### src/rtl/tdm_demultiplexer_if.sv
// Bus between an upstream TDM sample source and the demultiplexer.
//   din, din_valid, frame_sync : serial sample stream from upstream
//   a..h                       : channel 0..7 data of the last complete frame
//   sel                        : channel index of the next valid sample
//   frame_valid, sync_err      : one-cycle status pulses
//   locked                     : high while frames are being captured
interface tdm_demultiplexer_if #(
    parameter int unsigned W = 1
);
    logic [W-1:0] din;
    logic         din_valid;
    logic         frame_sync;
    logic [W-1:0] a, b, c, d, e, f, g, h;
    logic [2:0]   sel;
    logic         frame_valid;
    logic         sync_err;
    logic         locked;

    modport master (
        output din, din_valid, frame_sync,
        input  a, b, c, d, e, f, g, h, sel, frame_valid, sync_err, locked
    );

    modport slave (
        input  din, din_valid, frame_sync,
        output a, b, c, d, e, f, g, h, sel, frame_valid, sync_err, locked
    );
endinterface

### src/rtl/tdm_demultiplexer.sv
// Receive end of an 8-channel TDM link. Tracks frame position, collects
// channels 0..6 into shadow registers and updates all eight outputs at once
// when channel 7 arrives. Loss of alignment pulses sync_err and resyncs.
//   clk   : rising-edge clock
//   rst_n : synchronous active-low reset
//   bus   : slave side of tdm_demultiplexer_if (stream in, channels/status out)
module tdm_demultiplexer #(
    parameter int unsigned W = 1
) (
    input logic               clk,
    input logic               rst_n,
    tdm_demultiplexer_if.slave bus
);
    typedef enum logic {HUNT, CAPTURE} state_t;

    state_t             state_q, state_d;
    logic [2:0]         sel_q, sel_d;
    logic [6:0][W-1:0]  shadow_q, shadow_d;
    logic [7:0][W-1:0]  ch_q, ch_d;
    logic               fv_q, fv_d;
    logic               se_q, se_d;

    always_ff @(posedge clk) begin
        if (!rst_n) begin
            state_q  <= HUNT;
            sel_q    <= '0;
            shadow_q <= '0;
            ch_q     <= '0;
            fv_q     <= 1'b0;
            se_q     <= 1'b0;
        end else begin
            state_q  <= state_d;
            sel_q    <= sel_d;
            shadow_q <= shadow_d;
            ch_q     <= ch_d;
            fv_q     <= fv_d;
            se_q     <= se_d;
        end
    end

    always_comb begin
        state_d  = state_q;
        sel_d    = sel_q;
        shadow_d = shadow_q;
        ch_d     = ch_q;
        fv_d     = 1'b0;
        se_d     = 1'b0;
        if (bus.din_valid) begin
            unique case (state_q)
                HUNT: begin
                    if (bus.frame_sync) begin
                        shadow_d[0] = bus.din;
                        sel_d       = 3'd1;
                        state_d     = CAPTURE;
                    end
                end
                CAPTURE: begin
                    if (bus.frame_sync) begin
                        // Normal boundary at sel=0; anywhere else the partial
                        // frame is dropped and this sample starts a new one.
                        shadow_d[0] = bus.din;
                        sel_d       = 3'd1;
                        se_d        = (sel_q != 3'd0);
                    end else if (sel_q == 3'd0) begin
                        se_d    = 1'b1;
                        state_d = HUNT;
                    end else if (sel_q == 3'd7) begin
                        ch_d  = {bus.din, shadow_q};
                        fv_d  = 1'b1;
                        sel_d = 3'd0;
                    end else begin
                        for (int unsigned k = 1; k < 7; k++) begin
                            if (sel_q == 3'(k)) shadow_d[k] = bus.din;
                        end
                        sel_d = sel_q + 3'd1;
                    end
                end
                default: state_d = HUNT;
            endcase
        end
    end

    assign bus.a           = ch_q[0];
    assign bus.b           = ch_q[1];
    assign bus.c           = ch_q[2];
    assign bus.d           = ch_q[3];
    assign bus.e           = ch_q[4];
    assign bus.f           = ch_q[5];
    assign bus.g           = ch_q[6];
    assign bus.h           = ch_q[7];
    assign bus.sel         = sel_q;
    assign bus.frame_valid = fv_q;
    assign bus.sync_err    = se_q;
    assign bus.locked      = (state_q == CAPTURE);
endmodule

### src/flat_wrapper.sv
// flat-port wrapper written by rule: the top's interface ports become plain ports
module tdm_demultiplexer_flat 
#(
    parameter int unsigned W = 1
)
  (clk, rst_n, bus_din, bus_din_valid, bus_frame_sync, bus_a, bus_b, bus_c, bus_d, bus_e, bus_f, bus_g, bus_h, bus_sel, bus_frame_valid, bus_sync_err, bus_locked);
  tdm_demultiplexer_if #(.W(W)) bus_i ();
  input logic clk;
  input logic rst_n;
  input wire logic [$bits(bus_i.din)-1:0] bus_din;
  input wire logic [$bits(bus_i.din_valid)-1:0] bus_din_valid;
  input wire logic [$bits(bus_i.frame_sync)-1:0] bus_frame_sync;
  output wire logic [$bits(bus_i.a)-1:0] bus_a;
  output wire logic [$bits(bus_i.b)-1:0] bus_b;
  output wire logic [$bits(bus_i.c)-1:0] bus_c;
  output wire logic [$bits(bus_i.d)-1:0] bus_d;
  output wire logic [$bits(bus_i.e)-1:0] bus_e;
  output wire logic [$bits(bus_i.f)-1:0] bus_f;
  output wire logic [$bits(bus_i.g)-1:0] bus_g;
  output wire logic [$bits(bus_i.h)-1:0] bus_h;
  output wire logic [$bits(bus_i.sel)-1:0] bus_sel;
  output wire logic [$bits(bus_i.frame_valid)-1:0] bus_frame_valid;
  output wire logic [$bits(bus_i.sync_err)-1:0] bus_sync_err;
  output wire logic [$bits(bus_i.locked)-1:0] bus_locked;
  assign bus_i.din = bus_din;
  assign bus_i.din_valid = bus_din_valid;
  assign bus_i.frame_sync = bus_frame_sync;
  assign bus_a = bus_i.a;
  assign bus_b = bus_i.b;
  assign bus_c = bus_i.c;
  assign bus_d = bus_i.d;
  assign bus_e = bus_i.e;
  assign bus_f = bus_i.f;
  assign bus_g = bus_i.g;
  assign bus_h = bus_i.h;
  assign bus_sel = bus_i.sel;
  assign bus_frame_valid = bus_i.frame_valid;
  assign bus_sync_err = bus_i.sync_err;
  assign bus_locked = bus_i.locked;
  tdm_demultiplexer #(.W(W)) u_core (.clk(clk), .rst_n(rst_n), .bus(bus_i));
endmodule
### config.mk
export PLATFORM = sky130hd
export DESIGN_NAME = tdm_demultiplexer_flat
export DESIGN_NICKNAME = d
export VERILOG_FILES = /design/src/rtl/tdm_demultiplexer_if.sv /design/src/rtl/tdm_demultiplexer.sv /design/src/flat_wrapper.sv
export SDC_FILE = /design/constraint.sdc
export NUM_CORES = 1
export LEC_CHECK = 0
export BUFFER_PORTS_ARGS = -buffer_cell sky130_fd_sc_hd__buf_2
export CAP_MARGIN = 20
export CELL_PAD_IN_SITES_DETAIL_PLACEMENT = 1
export CELL_PAD_IN_SITES_GLOBAL_PLACEMENT = 2
export CORE_UTILIZATION = 32
export CTS_CLUSTER_SIZE = 8
export DETAILED_ROUTE_END_ITERATION = 10
export HOLD_SLACK_MARGIN = 0.05
export PLACE_DENSITY = 0.87
export SLEW_MARGIN = 15
export SYNTH_ARGS = -nofsm -noshare
export SYNTH_HDL_FRONTEND = slang
export SYNTH_SLANG_ARGS = --single-unit
export TNS_END_PERCENT = 100
### constraint.sdc
create_clock -name clk -period 2.15 [get_ports clk]
set_input_delay 0.3225 -clock clk [delete_from_list [all_inputs] [get_ports clk]]
set_output_delay 0.3225 -clock clk [all_outputs]
set_load 0.005 [all_outputs]
# Word level (Yosys, flattened, before mapping)
# Cells that the tools add are included.
totals:
  reg_bits: 21
  in_bits: 5
  output_inout_bits: 14
  wordCells: 61
op_classes:
  add_sub_neg: 1
  n_eq_ne: 9
  muxes: 13
  n_bitwise: 6
  reduce_logical: 13
op_table:
  columns: ["operator", "n"]
  rows:
  - ["$reduce_and 6->1", 6]
  - ["$eq 3x3->1 const B", 4]
  - ["$mux 3", 4]
  - ["$mux 1", 7]
  - ["$eq 3x2->1 const B", 2]
  - ["$not 1->1", 6]
  - ["$pmux 3 s2", 1]
  - ["$reduce_and 3->1", 2]
  - ["$reduce_and 5->1", 1]
  - ["$reduce_or 5->1", 1]
  - ["$add 3x1->3 const B", 1]
  - ["$eq 3x1->1 const B", 1]
  - ["$logic_not 3->1", 1]
  - ["$ne 3x3->1 const B", 1]
  - ["$reduce_bool 3->1", 1]
  - ["$ne 2x2->1 const B", 1]
  - ["$pmux 1 s2", 1]
  - ["$reduce_and 2->1", 1]

# Logic depth before layout (Yosys ltp)
# Gate-level depths: netlist of the first run.
logic_depth:
  ltp_word: 5
  depth_mapped: 8
  depth_no_buf: 8

# Worst setup path before layout of the first run
# OpenSTA, ideal clock, no wires.
synth_timing:
  path_kind: "register to register"
  startpoint: "register u_core.sel_q[0] (netlist: u_core.bus.sel[0])"
  endpoint: "register u_core.sel_q[0] (netlist: u_core.bus.sel[0])"
  setup_ns: 0.072
  t_arrival_ns: 1.567
  t_required_ns: 2.078
  setup_slack_ns: 0.511
  stages_incl_launch_ff: 9
  path_buffers: 0
  period_less_slack_ns: 1.639
  path_cell_list: "dfxtp_1 > inv_1 > ha_1 > or2b_2 > inv_1 > ha_1 > nor2b_4 > o21ai_4 > mux2i_1"
synth_between:
  elab_chain_len: 5
  word_cells_on_any_way: 9
  classes_between: "add/sub: 1; eq/ne: 2; mux: 4; reduce/logical: 2"
synth_rtl:
  columns: ["item", "line", "source"]
  rows:
  - ["start, declared", "tdm_demultiplexer.sv:17", "logic [2:0] sel_q, sel_d;"]
  - ["start signal, assigned", "tdm_demultiplexer.sv:33", "sel_q <= sel_d;"]
  - ["$add 3x1->3 or $eq 3x3->1 (tied branches)", "tdm_demultiplexer.sv:75, tdm_demultiplexer.sv:67", null]
  - ["$mux 3", "tdm_demultiplexer.sv:67", "end else if (sel_q == 3'd7) begin"]
  - ["$mux 3", "tdm_demultiplexer.sv:64", "end else if (sel_q == 3'd0) begin"]
  - ["$mux 3", "tdm_demultiplexer.sv:58", "if (bus.frame_sync) begin"]
  - ["$pmux 3 s2", "tdm_demultiplexer.sv:49", "unique case (state_q)"]
# Parallel ways exist; a longest one is shown, timed or not. The select of a mux whose other input is x is not followed.
# A chain may end at the register's enable or synchronous reset.

# Worst setup path after layout of the first run
# Same ends and word-level chain as after synthesis.

==> impl_metrics.tcl, run 1 <==
set metrics [dict create \
    yosysUniqueCellTypes 27 \
    hold_path_depth 3 \
    placement.cell_area_um2 1150 \
    grt_max_degree 25 \
    post-route-min-period_ns 1.81 \
    diodes 0 \
    met2_length_um 970 \
    hpwl_um 1480 \
    clockPowerShare_pct 30.4 \
    worstSkewPairLatency_ns 0.31 \
    clk_pin_slew_ns 0.13 \
    finalSetupTns_ns 0 \
    peakVddDrop_v 0.000322 \
    crit_arrival_ns 2.07 \
    wl_per_cell_um 11.6 \
    outcome "finished, final reports clean" \
    power.total_w 0.000662 \
    wl_um 2040 \
    fin_crit_sh_pct 84.2 \
    r2r-start "u_core.bus.sel[0]" \
    clockBufferDepth 2 \
    drt_pass1_iterations 3 \
    met1Wirelength_um 962 \
    first_iter_violations 10 \
    skew_ns 0.00297 \
    vias 818 \
    critPathKind "reg -> reg" \
    io_pins 19 \
    holdPathEnd "u_core.bus.h" \
    power.density_nw_per_um2 560 \
    die_w_um 59.1 \
    core_region_area_um2 3080 \
    synth-seq-cells 21 \
    hold_path.startpoint "bus_din" \
    reg2regPathDepth 8 \
    cts-root-buf "clkbuf_4" \
    io_buffers 18 \
    gp_congestion 0.695 \
    synth_compound_area_share_pct 9.95 \
    ctsHoldBuffers 0 \
    yosysSeqAreaShare_pct 40.3 \
    syn_nets 128 \
    wl_met3_um 82 \
    nets 146 \
    drc 0 \
    layout-drive-gt1-share_pct 20.5 \
    layout_commonest_cell "nand2_1" \
    rsz0062_at_grt "false" \
    critPathRequiredTime_ns 2.41 \
    numCtsBuffers 3 \
    synth.avg_cell_area_um2 9.07 \
    cts_setup_buffers 0 \
    synth_cells 115 \
    fp-row-count 20 \
    multi_input_area_um2 566 \
    dp.cells 172 \
    hold_class "in -> reg" \
    drv_slew 0 \
    start_util_pct 33.9 \
    p_leak_nw 0.537 \
    clkSinkCount 21 \
    switchingPower_w 0.000173 \
    syn-cell-area_um2 1040 \
    grt_usage_pct 14.5 \
    final_cells 176 \
    dieArea_um2 3490 \
    fin_area_um2 1180 \
    cts_tree "built" \
    synthMuxAreaShare_pct 8.63 \
    synth_xor_area_share_pct 0 \
    max_freq_mhz 553 \
    worst_pin_slew_ns 0.385 \
    grt_pass1_vias 811 \
    end_kind "flip-flop" \
    switching_share_pct 26.1 \
    r2r_end "u_core.bus.sel[0]" \
    antenna_found_initial 0 \
    cap_violations 0 \
    pwr-share-seq_pct 60.5 \
    syn_to_final_growth_pct 13.2 \
    viasPerCell 4.65 \
    grt_first_pass_wirelength_um 3720 \
    synth_top_family_by_area "simple AND/OR/NAND/NOR gates" \
    start_kind "flip-flop" \
    die_y_um 59.1 \
    ys_warn_count 0 \
    num-fill-cells 388 \
    cp_max_fo 6 \
    antenna_left 0 \
    cts.repair.resized 0 \
    seq_area_um2 420 \
    synth_simple_gate_area_share_pct 26.0 \
    synthAdderAreaFrac_pct 9.59 \
    final-hold-violation-count 0 \
    setup_viol 0 \
    htree_levels 1 \
    final_cell_mix "29 x nand2_1, 21 x dfxtp_1, 18 x buf_2" \
    r2r_slack_ns 0.34 \
    combPwrFrac_pct 9.1 \
    maxSlewHeadroom_pct 74.3 \
    p_int_w 0.000489 \
    postLayoutCoreUtil_pct 38.4 \
    top_layer_used "met4" \
    grt-ovfl-total 0 \
]
==> per-layer routing <==
metal  GRT usage (%)  up-vias
li1                -      415
met1            17.1      385
met2            23.9       16
met3            4.59        2
met4            7.14        0
met5               0        -
==> flip-flops by register name (all words and copies together), names as in the netlist <==
register                count
u_core.shadow_q             7
u_core.bus.sel              3
u_core.bus.a                1
u_core.bus.b                1
u_core.bus.c                1
u_core.bus.d                1
u_core.bus.e                1
u_core.bus.f                1
u_core.bus.frame_valid      1
u_core.bus.g                1
u_core.bus.h                1
u_core.bus.locked           1
u_core.bus.sync_err         1
==> synthesized netlist by cell type (all sizes together) <==
| cell | n | area (µm²) |
|---|---|---|
| nand2 | 29 | 109 |
| dfxtp | 21 | 420 |
| a21boi | 11 | 82.6 |
| mux2i | 9 | 90.1 |
| ha | 8 | 100 |
| nand3 | 7 | 35.0 |
| inv | 6 | 22.5 |
| buf | 4 | 31.3 |
| nor2b | 4 | 35.0 |
| nor2 | 3 | 11.3 |
| nand4b | 2 | 17.5 |
| o21ai | 2 | 21.3 |
| or2b | 2 | 16.3 |
| and3b | 1 | 10.0 |
| and4 | 1 | 8.76 |
| clkbuf | 1 | 3.75 |
| nand2b | 1 | 6.26 |
| nand3b | 1 | 7.51 |
| nand4 | 1 | 6.26 |
| nor4b | 1 | 8.76 |
==> cell families (layout without fill, tap and decap cells) <==
family	count (synthesis)	count (layout)
and+or+nand+nor	53	53
DFF	21	21
AOI/OAI and AO/OA	13	13
buffers and inverters	11	28
muxes	9	9
adders and majority gates	8	8
==> worst max path at each step <==
stage,cells past startpoint,slack (ns),endpoint,start
finish,8,0.34,u_core.bus.sel[0],u_core.bus.sel[0]
global route,8,0.20,u_core.bus.sel[0],u_core.bus.sel[0]
CTS,8,0.32,u_core.bus.sel[0],u_core.bus.sel[0]
detailed placement,8,0.36,u_core.bus.sel[0],u_core.bus.sel[0]
global placement,8,0.42,u_core.bus.sel[1],u_core.bus.sel[0]
floorplan,8,0.51,u_core.bus.sel[0],u_core.bus.sel[0]
==> worst max-delay path: stages (launching register included) <==
cell and delay, ns:
dfxtp_1 0.38, inv_1 0.10, ha_1 0.18, or2b_2 0.33
inv_1 0.08, ha_1 0.19, nor2b_4 0.06, o21ai_4 0.22
mux2i_1 0.21
==> final cells by class <==
cell class / count / area share, %
clock buffer: 3 / 1.91
clock inverter: 1 / 0.424
inverter: 6 / 1.91
multi-input combinational: 83 / 47.9
sequential: 21 / 35.6
tap: 44 / 4.66
timing repair buffer: 18 / 7.63
==> power by group through the flow <==
stage	clock network, W	registers [W]	logic [W]
final	0.000201	0.000400	0.0000601
after floorplan	0	0.000406	0.0000475
after detailed placement	0	0.000409	0.0000610
after global placement	0	0.000408	0.0000591
after CTS	0.000211	0.000400	0.0000613
after global routing	0.000230	0.000402	0.0000692
==> stage by stage <==
step           hold WS, ns  setup WS (ns)
3_5_place_dp         0.445          0.358
4_1_cts              0.246          0.323
6_report             0.255          0.340
2_1_floorplan        0.399          0.511
5_1_grt              0.258          0.200
3_3_place_gp         0.440          0.418
Note: power is estimated with default switching activity, not from simulation.
==> run 2: changes to the inputs <==
==> constraint.sdc (replaced) <==
create_clock -name clk -period 1.7 [get_ports clk]
set_input_delay 0.255 -clock clk [delete_from_list [all_inputs] [get_ports clk]]
set_output_delay 0.255 -clock clk [all_outputs]
set_load 0.005 [all_outputs]
==> impl_metrics.tcl, run 2 (synthesis results as in run 1) <==
set metrics [dict create \
    r2r_end "u_core.bus.sel[2]" \
    worst_pin_slew_ns 0.339 \
    power.density_nw_per_um2 673 \
    hold_class "in -> reg" \
    crit_family "flip-flops" \
    clk_pin_slew_ns 0.12 \
    pwr-share-seq_pct 59.8 \
    grt_first_pass_wirelength_um 3500 \
    largest_register "u_core.shadow_q" \
    cp_slowest_cell "dfxtp_1" \
    start_kind "flip-flop" \
    drv_slew 0 \
    placement.cell_area_um2 1200 \
    final_cell_mix "29 x nand2_1, 21 x dfxtp_1, 18 x buf_2" \
    antenna_left 0 \
    clkSinkCount 21 \
    start_util_pct 33.9 \
    reg2regPathDepth 8 \
    nets 152 \
    wl_per_cell_um 11.5 \
    r2r_slack_ns 0.11 \
    first_iter_violations 23 \
    peakVddDrop_v 0.000311 \
    maxSlewHeadroom_pct 77.4 \
    fin_area_um2 1250 \
    crit_path_start "u_core.bus.sel[0]" \
    layout-drive-gt1-share_pct 26.1 \
    die_w_um 59.1 \
    switching_share_pct 24.9 \
    core_region_area_um2 3080 \
    wl_um 2100 \
    path_buf_inv 2 \
    skew_ns 0.00485 \
    critPathKind "reg -> reg" \
    htree_levels 1 \
    diodes 0 \
    viasPerCell 4.65 \
    crit_cells 8 \
    hpwl_um 1590 \
    crit_end "u_core.bus.sel[2]" \
    drt_pass1_iterations 4 \
    antenna_found_initial 0 \
    p_leak_nw 0.566 \
    io_buffers 18 \
    cap_violations 0 \
    dieArea_um2 3490 \
    grt_pass1_vias 769 \
    grt_usage_pct 13.6 \
    cts_tree "built" \
    drc 0 \
    cp_max_fo 4 \
    grt_max_degree 19 \
    post-route-min-period_ns 1.59 \
    r2r-start "u_core.bus.sel[0]" \
    io_pins 19 \
    critPathRequiredTime_ns 1.94 \
    fp-row-count 20 \
    switchingPower_w 0.000209 \
    combPwrFrac_pct 11.1 \
    cts-root-buf "clkbuf_4" \
    worstSkewPairLatency_ns 0.31 \
    p_int_w 0.000632 \
    clockPowerShare_pct 29.1 \
    syn_to_final_growth_pct 19.7 \
    clockBufferDepth 2 \
    critPathMaxStageDelay_ns 0.33 \
    outcome "finished, final reports clean" \
    crit_arrival_ns 1.84 \
    vias 846 \
    setup_viol 0 \
    power.total_w 0.000841 \
    cp_cell_sequence "inv_1, ha_2, or2b_4, inv_2, ha_4, nor2b_4, o21ai_4, mux2i_1" \
    final-hold-violation-count 0 \
    layout_commonest_cell "nand2_1" \
    grt-ovfl-total 0 \
    die_y_um 59.1 \
    largest_reg_flops 7 \
    end_kind "flip-flop" \
    fin_crit_sh_pct 93.8 \
    gp_congestion 0.746 \
    numCtsBuffers 3 \
    max_freq_mhz 627 \
]
## run 2: through the flow
stage / hold slack (ns) / TNS (ns) / std cells / setup slack, ns / util [%]
after CTS: 0.193 / 0 / 182 / 0.00171 / 39.8
after global placement: 0.439 / 0 / 178 / 0.0866 / 38.9
final: 0.198 / 0 / 182 / 0.106 / 40.6
after detailed placement: 0.443 / 0 / 178 / 0.0205 / 38.9
after global routing: 0.195 / -0.00169 / 182 / -0.00169 / 40.6
after floorplan: 0.332 / 0 / 115 / 0.0613 / -
## run 2: cell type report
class / count / area [µm²]
multi-input combinational: 83 / 586
inverter: 6 / 22.5
sequential: 21 / 420
tap: 44 / 55.1
clock buffer: 4 / 26.3
fill: 385 / 1830
timing repair buffer: 24 / 139
## run 2: power by group through the flow
stage / combinational (W) / clock [W] / sequential, W
after floorplan: 0.0000601 / 0 / 0.000513
after global placement: 0.0000851 / 0 / 0.000514
after detailed placement: 0.0000880 / 0 / 0.000514
after CTS: 0.0000888 / 0.000258 / 0.000503
after global routing: 0.000104 / 0.000284 / 0.000504
final: 0.0000934 / 0.000244 / 0.000503
## run 2: routing by layer
metal	routed length (µm)	global-route usage, %
met3	75	3.28
met1	1010	16.8
met4	29	7.14
met5	0	0
met2	978	21.9
## run 2: worst min path at each step
| stage | startpoint | end | slack (ns) | cells past startpoint |
|---|---|---|---|---|
| finish | bus_din | u_core.bus.h | 0.20 | 3 |
| global route | bus_frame_sync | u_core.bus.frame_valid | 0.20 | 2 |
| CTS | bus_din | u_core.bus.h | 0.19 | 3 |
| detailed placement | u_core.bus.e | u_core.bus.e | 0.44 | 2 |
| global placement | u_core.bus.h | u_core.bus.h | 0.44 | 2 |
| floorplan | bus_frame_sync | u_core.bus.frame_valid | 0.33 | 1 |
## run 2: repair_timing
action / in CTS / in global routing
endpoints found under the setup margin: 3 / 12
hold buffers: 0 / 0
pin swaps: 1 / 1
buffers inserted: 0 / 0
resized for setup: 0 / 8
## run 2: worst min-delay path, delay by kind of cell
family / cells / cell delay [ns]
and+or+nand+nor: 1 / 0.05
AOI/OAI and AO/OA: 1 / 0.05
buffers and inverters: 1 / 0.12
